`src/rtl/iccm_ctrl_pkg.sv`:
```
// Shared types and defaults for the boot-time ICCM loader.
package iccm_ctrl_pkg;

  typedef enum logic [1:0] {
    RECV  = 2'd0,
    WRITE = 2'd1,
    DONE  = 2'd2
  } iccm_ctrl_state_e;

  localparam int unsigned ICCM_ADDR_W_DEFAULT     = 12;
  localparam logic [31:0] ICCM_END_MARKER_DEFAULT = 32'h0000_0FFF;

endpackage

```
`src/rtl/iccm_word_assembler.sv`:
```
// Packs UART bytes little-endian into 32-bit words; optional partial-word
// idle timeout is built when ICCM_CTRL_TIMEOUT_EN is defined.
module iccm_word_assembler #(
  parameter int unsigned TimeoutCycles = 100000
) (
  input  logic        clk_i,
  input  logic        rst_i,
  input  logic        clear_i,
  input  logic        run_i,
  input  logic        valid_i,
  input  logic [7:0]  byte_i,
  output logic [31:0] word_o,
  output logic        word_done_o,
  output logic        timeout_o
);

  logic [1:0]  cnt_q, cnt_d;
  logic [23:0] asm_q, asm_d;
  logic        tmo_fire;

`ifdef ICCM_CTRL_TIMEOUT_EN
  localparam int TW = $clog2(TimeoutCycles + 1);

  logic [TW-1:0] tmr_q, tmr_d;
  logic          tmo_q, tmo_d;

  // Down-counter reloaded on every accepted byte; fires at terminal count 1.
  always_comb begin
    tmr_d    = tmr_q;
    tmo_fire = 1'b0;
    if (clear_i || valid_i) begin
      tmr_d = TW'(TimeoutCycles);
    end else if (run_i && (cnt_q != 2'd0)) begin
      if (tmr_q == TW'(1)) begin
        tmo_fire = 1'b1;
        tmr_d    = TW'(TimeoutCycles);
      end else begin
        tmr_d = tmr_q - TW'(1);
      end
    end
    tmo_d = tmo_fire;
  end

  always_ff @(posedge clk_i) begin
    if (rst_i) begin
      tmr_q <= TW'(TimeoutCycles);
      tmo_q <= 1'b0;
    end else begin
      tmr_q <= tmr_d;
      tmo_q <= tmo_d;
    end
  end

  assign timeout_o = tmo_q;
`else
  logic unused_timeout_cfg;
  assign unused_timeout_cfg = (TimeoutCycles != 0) & run_i;
  assign tmo_fire  = 1'b0;
  assign timeout_o = 1'b0;
`endif

  always_comb begin
    cnt_d = cnt_q;
    asm_d = asm_q;
    if (clear_i || tmo_fire) begin
      cnt_d = 2'd0;
      asm_d = '0;
    end else if (valid_i) begin
      cnt_d = cnt_q + 2'd1;
      case (cnt_q)
        2'd0:    asm_d[7:0]   = byte_i;
        2'd1:    asm_d[15:8]  = byte_i;
        2'd2:    asm_d[23:16] = byte_i;
        default: asm_d        = asm_q;
      endcase
    end
  end

  always_ff @(posedge clk_i) begin
    if (rst_i) begin
      cnt_q <= 2'd0;
      asm_q <= '0;
    end else begin
      cnt_q <= cnt_d;
      asm_q <= asm_d;
    end
  end

  // The fourth byte goes straight into the word so the top can latch it this cycle.
  assign word_o      = {byte_i, asm_q};
  assign word_done_o = valid_i && !clear_i && (cnt_q == 2'd3);

endmodule

```
`src/rtl/iccm_controller.sv`:
```
// Boot-time ICCM loader: writes assembled UART words from address 0 and holds
// the core in reset until the end marker or a full ICCM. Option: ICCM_CTRL_TIMEOUT_EN.
//
// state | meaning
// RECV  | collecting bytes of the next word
// WRITE | one-cycle write strobe to the ICCM
// DONE  | programming finished, core released
module iccm_controller
  import iccm_ctrl_pkg::*;
#(
  parameter int unsigned AddrW         = ICCM_ADDR_W_DEFAULT,
  parameter logic [31:0] EndMarker     = ICCM_END_MARKER_DEFAULT,
  parameter int unsigned TimeoutCycles = 100000
) (
  input  logic             clk_i,
  input  logic             rst_i,
  input  logic [7:0]       rx_byte_i,
  input  logic             rx_valid_i,
  input  logic             restart_i,
  output logic [AddrW-1:0] iccm_ctrl_addr_o,
  output logic [31:0]      iccm_ctrl_wdata_o,
  output logic             iccm_ctrl_we_o,
  output logic             prog_rst_no,
  output logic             done_o,
  output logic             timeout_o
);

  iccm_ctrl_state_e state_q, state_d;
  logic [AddrW-1:0] addr_q, addr_d;
  logic [31:0]      wdata_q, wdata_d;
  logic             we_q, we_d;
  logic             done_q, done_d;

  logic        accept, clear, word_done;
  logic [31:0] word;
  logic        addr_full;

  assign accept    = rx_valid_i && (state_q != DONE);
  assign clear     = restart_i && (state_q == DONE);
  assign addr_full = (addr_q == {AddrW{1'b1}});

  iccm_word_assembler #(
    .TimeoutCycles (TimeoutCycles)
  ) u_asm (
    .clk_i       (clk_i),
    .rst_i       (rst_i),
    .clear_i     (clear),
    .run_i       (state_q == RECV),
    .valid_i     (accept),
    .byte_i      (rx_byte_i),
    .word_o      (word),
    .word_done_o (word_done),
    .timeout_o   (timeout_o)
  );

  always_ff @(posedge clk_i) begin
    if (rst_i) begin
      state_q <= RECV;
      addr_q  <= '0;
      wdata_q <= '0;
      we_q    <= 1'b0;
      done_q  <= 1'b0;
    end else begin
      state_q <= state_d;
      addr_q  <= addr_d;
      wdata_q <= wdata_d;
      we_q    <= we_d;
      done_q  <= done_d;
    end
  end

  always_comb begin
    state_d = state_q;
    case (state_q)
      RECV:    if (word_done) state_d = (word == EndMarker) ? DONE : WRITE;
      WRITE:   state_d = addr_full ? DONE : RECV;
      DONE:    if (restart_i) state_d = RECV;
      default: state_d = RECV;
    endcase
  end

  // Output registers are loaded from the next state so every output is a flop.
  always_comb begin
    addr_d  = addr_q;
    wdata_d = wdata_q;
    if (state_q == WRITE && !addr_full) addr_d = addr_q + AddrW'(1);
    if (clear) addr_d = '0;
    if (state_q == RECV && word_done && word != EndMarker) wdata_d = word;
    we_d   = (state_d == WRITE);
    done_d = (state_d == DONE);
  end

  assign iccm_ctrl_addr_o  = addr_q;
  assign iccm_ctrl_wdata_o = wdata_q;
  assign iccm_ctrl_we_o    = we_q;
  assign done_o            = done_q;
  assign prog_rst_no       = done_q;

endmodule

```
`config.mk`:
```
export PLATFORM = sky130hd
export DESIGN_NAME = iccm_controller
export DESIGN_NICKNAME = d
export VERILOG_FILES = /design/src/rtl/iccm_ctrl_pkg.sv /design/src/rtl/iccm_word_assembler.sv /design/src/rtl/iccm_controller.sv
export SDC_FILE = /design/constraint.sdc
export NUM_CORES = 1
export LEC_CHECK = 0
export ABC_AREA = 1
export CAP_MARGIN = 20
export CELL_PAD_IN_SITES_DETAIL_PLACEMENT = 1
export CELL_PAD_IN_SITES_GLOBAL_PLACEMENT = 1
export CORE_ASPECT_RATIO = 0.75
export CORE_MARGIN = 3
export CORE_UTILIZATION = 40
export DETAILED_ROUTE_END_ITERATION = 10
export PLACE_DENSITY = 0.9
export SYNTH_ARGS = -nofsm -noshare
export SYNTH_HDL_FRONTEND = slang
export SYNTH_SLANG_ARGS = --single-unit
```
`constraint.sdc`:
```
create_clock -name clk_i -period 4.6 [get_ports clk_i]
set_clock_uncertainty 0.15 [all_clocks]
set_input_delay 0.46 -clock clk_i [delete_from_list [all_inputs] [get_ports clk_i]]
set_output_delay 0.46 -clock clk_i [all_outputs]
set_load 0.05 [all_outputs]
```
==> impl_metrics.ini <==
[worst_setup_path]
end_kind = flip-flop
worst-setup-path-type = primary input to flip-flop
critical_path_arrival_ns = 2.65
crit_fanout = 33
ff2ff_path_depth = 5
start_kind = primary input
required_ns = 4.73

[synth]
syn-cell-area_um2 = 3310
ys_seq_area_share_pct = 44.7
syn-num-nets = 481
ys_types = 27
ys_warn_count = 0
synth_cells = 464
ys_seq_elements = 74
synth_area_per_cell_um2 = 7.14

[place]
dp.cells = 603
place_congestion = 0.844
dpl.hpwl_um = 6390
port_buffers = 58

[die]
dieWidth_um = 111
start_util_pct = 41.6
rows = 28
coreArea_um2 = 7950
die_area_um2 = 9420
dieHeight_um = 84.8
io_pins = 60

[clocking]
cts-buffers-inserted = 9
cts_hold_buf = 0
cts_max_path_buffers = 2
ctsResizeCount = 0
insertion_delay_ns = 0.35
post_cts.repair.setup_buffers = 0
clock-root-buffer = clkbuf_8
h-tree-depth = 3
clkTransAtPathRegs_ns = 0.08
cts_tree = built
clock-sinks = 74

[flow_run]
max_cap_violations = 0

[worst_hold_path]
hold_depth = 2
min_path_type = flip-flop to flip-flop

[detailed_routing]
drcViolationCount = 0
dr.pass1.iters = 4
wl_met2_um = 4580
via_per_inst = 5.11
maxUsedRoutingLayer = met4
num_vias = 3168
routedWlPerCell_um = 15.3
drt-initial-drc-count = 124
met1_length_um = 4470
wl_um = 9490
dr_wl_met3_um = 341
ant_nets = 0

[timing]
setup_viol = 0
rsz0062_at_grt = false
period_minus_slack_ns = 2.52
final_max_slew_viol_count = 0
fmax_ghz = 0.397
period_share_pct = 54.8
fin_tns_setup_ns = 0
finalHoldViolations = 0
timing.hold.ws_ns = 0.326
worstMarginPinSlew_ns = 0.740
maxSlewHeadroom_pct = 50.6

[cells_and_area]
n_antenna_cell = 0
synthToLayoutAreaGrowth_pct = 22.8
drive_above_1_share_pct = 6.02
postLayoutCoreUtil_pct = 51.1
final_nets = 527
finalNonFillerCells = 620

[power]
power_leakage_nw = 1.55
vdd_drop_max_mv = 0.129
power.density_nw_per_um2 = 315
power_mw = 1.28

[outcome]
status = finished clean

[global_routing]
grt_pass1_vias = 3198
grt.total_usage_pct = 20.6
grt_max_degree = 67
grt_pass1_wl_um = 15700
gr-total-overflow = 0
grt_antenna_before_repair = 0
[cells in the final DEF (no fill, tap or decap)]
cell / n
clkinvlp_4: 2
o21ai_0: 28
nand4_1: 3
clkinv_2: 3
clkdlybuf4s50_1: 58
ha_1: 5
nand2_2: 2
a21oi_1: 69
buf_12: 1
nor3_4: 1
clkbuf_1: 1
nor2_2: 3
dfxtp_1: 74
nand2_4: 1
xor2_1: 5
inv_2: 4
a21oi_2: 1
clkbuf_8: 10
nor3_1: 2
o21ai_2: 1
inv_1: 42
clkinv_1: 1
buf_4: 2
a31oi_1: 1
a21boi_1: 1
nand3_1: 41
conb_1: 1
nand2_1: 94
nor2_1: 58
[power breakdown]
part / internal (mW) / switching, mW / total [mW] / leakage (nW)
combinational: 0.0493 / 0.103 / 0.153 / 0.866
sequential: 0.665 / 0.0122 / 0.677 / 0.601
clock: 0.208 / 0.244 / 0.452 / 0.0851
[final cells by class]
cell class / count / area (µm²)
fillers: 1028 / 3890
multi-input cells: 317 / 1490
flip-flops and latches: 74 / 1480
repair buffers: 61 / 616
inverters: 47 / 176
clock buffers: 11 / 141
well taps: 105 / 131
clock inverters: 5 / 30.0
[routing by layer]
metal	up-vias	global-route usage [%]
met2	57	35.8
met4	0	3.98
li1	1575	-
met3	8	5.62
met5	-	0
met1	1528	25.9
[registers in the layout (all words and copies together), names as in the netlist]
name and flops:
iccm_ctrl_addr_o 12, iccm_ctrl_we_o 1, state_q 2, u_asm.cnt_q 2, u_asm.asm_q 24, done_o 1, iccm_ctrl_wdata_o 32
[worst max-delay path, cell delays in order]
cell and delay (ns):
clkdlybuf4s50_1 0.47, clkinv_1 0.07, buf_4 0.33, o21ai_2 0.23, inv_1 0.60, o21ai_0 0.28, a21oi_1 0.19
[final timing paths]
| kind | startpoint | endpoint | slack [ns] |
|---|---|---|---|
| worst max-delay path | rst_i | u_asm.asm_q[3]$_SDFFE_PP0P_ | 2.08 |
| worst min-delay path | u_asm.asm_q[4]$_SDFFE_PP0P_ | u_asm.asm_q[4]$_SDFFE_PP0P_ | 0.33 |
| worst min register to register | u_asm.asm_q[4]$_SDFFE_PP0P_ | u_asm.asm_q[4]$_SDFFE_PP0P_ | 0.33 |
| worst max register to register | state_q[1]$_SDFF_PP0_ | u_asm.asm_q[3]$_SDFFE_PP0P_ | 2.54 |
[metrics by stage]
step / instance area, µm² / worst slack, ns
finish: 4070 / 2.08
global route: 4070 / 1.86
CTS: 4050 / 2.02
detailed placement: 3870 / 1.67
global placement: 3870 / 1.68
floorplan: 3310 / 2.52
[synthesized netlist by cell type]
master / instances / area share, %
a21boi_1: 1 / 0.23
nor3_1: 2 / 0.30
buf_4: 3 / 0.68
conb_1: 1 / 0.11
ha_1: 5 / 1.9
nor3_2: 1 / 0.30
buf_2: 8 / 1.2
a21oi_1: 69 / 10
o21ai_0: 28 / 4.2
clkinv_1: 1 / 0.11
inv_2: 4 / 0.45
a31oi_1: 1 / 0.19
clkbuf_1: 7 / 0.79
nor2_1: 58 / 6.6
nand2_4: 1 / 0.34
nand4_1: 3 / 0.57
inv_1: 42 / 4.8
dfxtp_1: 74 / 45
nand3_1: 41 / 6.2
nor2_2: 3 / 0.57
a21oi_2: 1 / 0.26
buf_1: 1 / 0.11
nand2_2: 1 / 0.19
buf_6: 7 / 2.4
xor2_1: 5 / 1.3
o21ai_2: 1 / 0.26
nand2_1: 95 / 11
[cell families (layout without fill, tap and decap cells)]
family                   after synthesis  count (layout)  share of synthesized area, %
flip-flops                            74              74                          44.7
other                                  1               1                         0.113
adder cells (fa/ha/maj)                5               5                          1.89
AND/OR/NAND/NOR                      205             205                          25.8
XOR/XNOR                               5               5                          1.32
buffers and inverters                 73             124                          10.5
AO/OA/AOI/OAI                        101             101                          15.6
No activity file was read; power rests on OpenSTA's default activity.
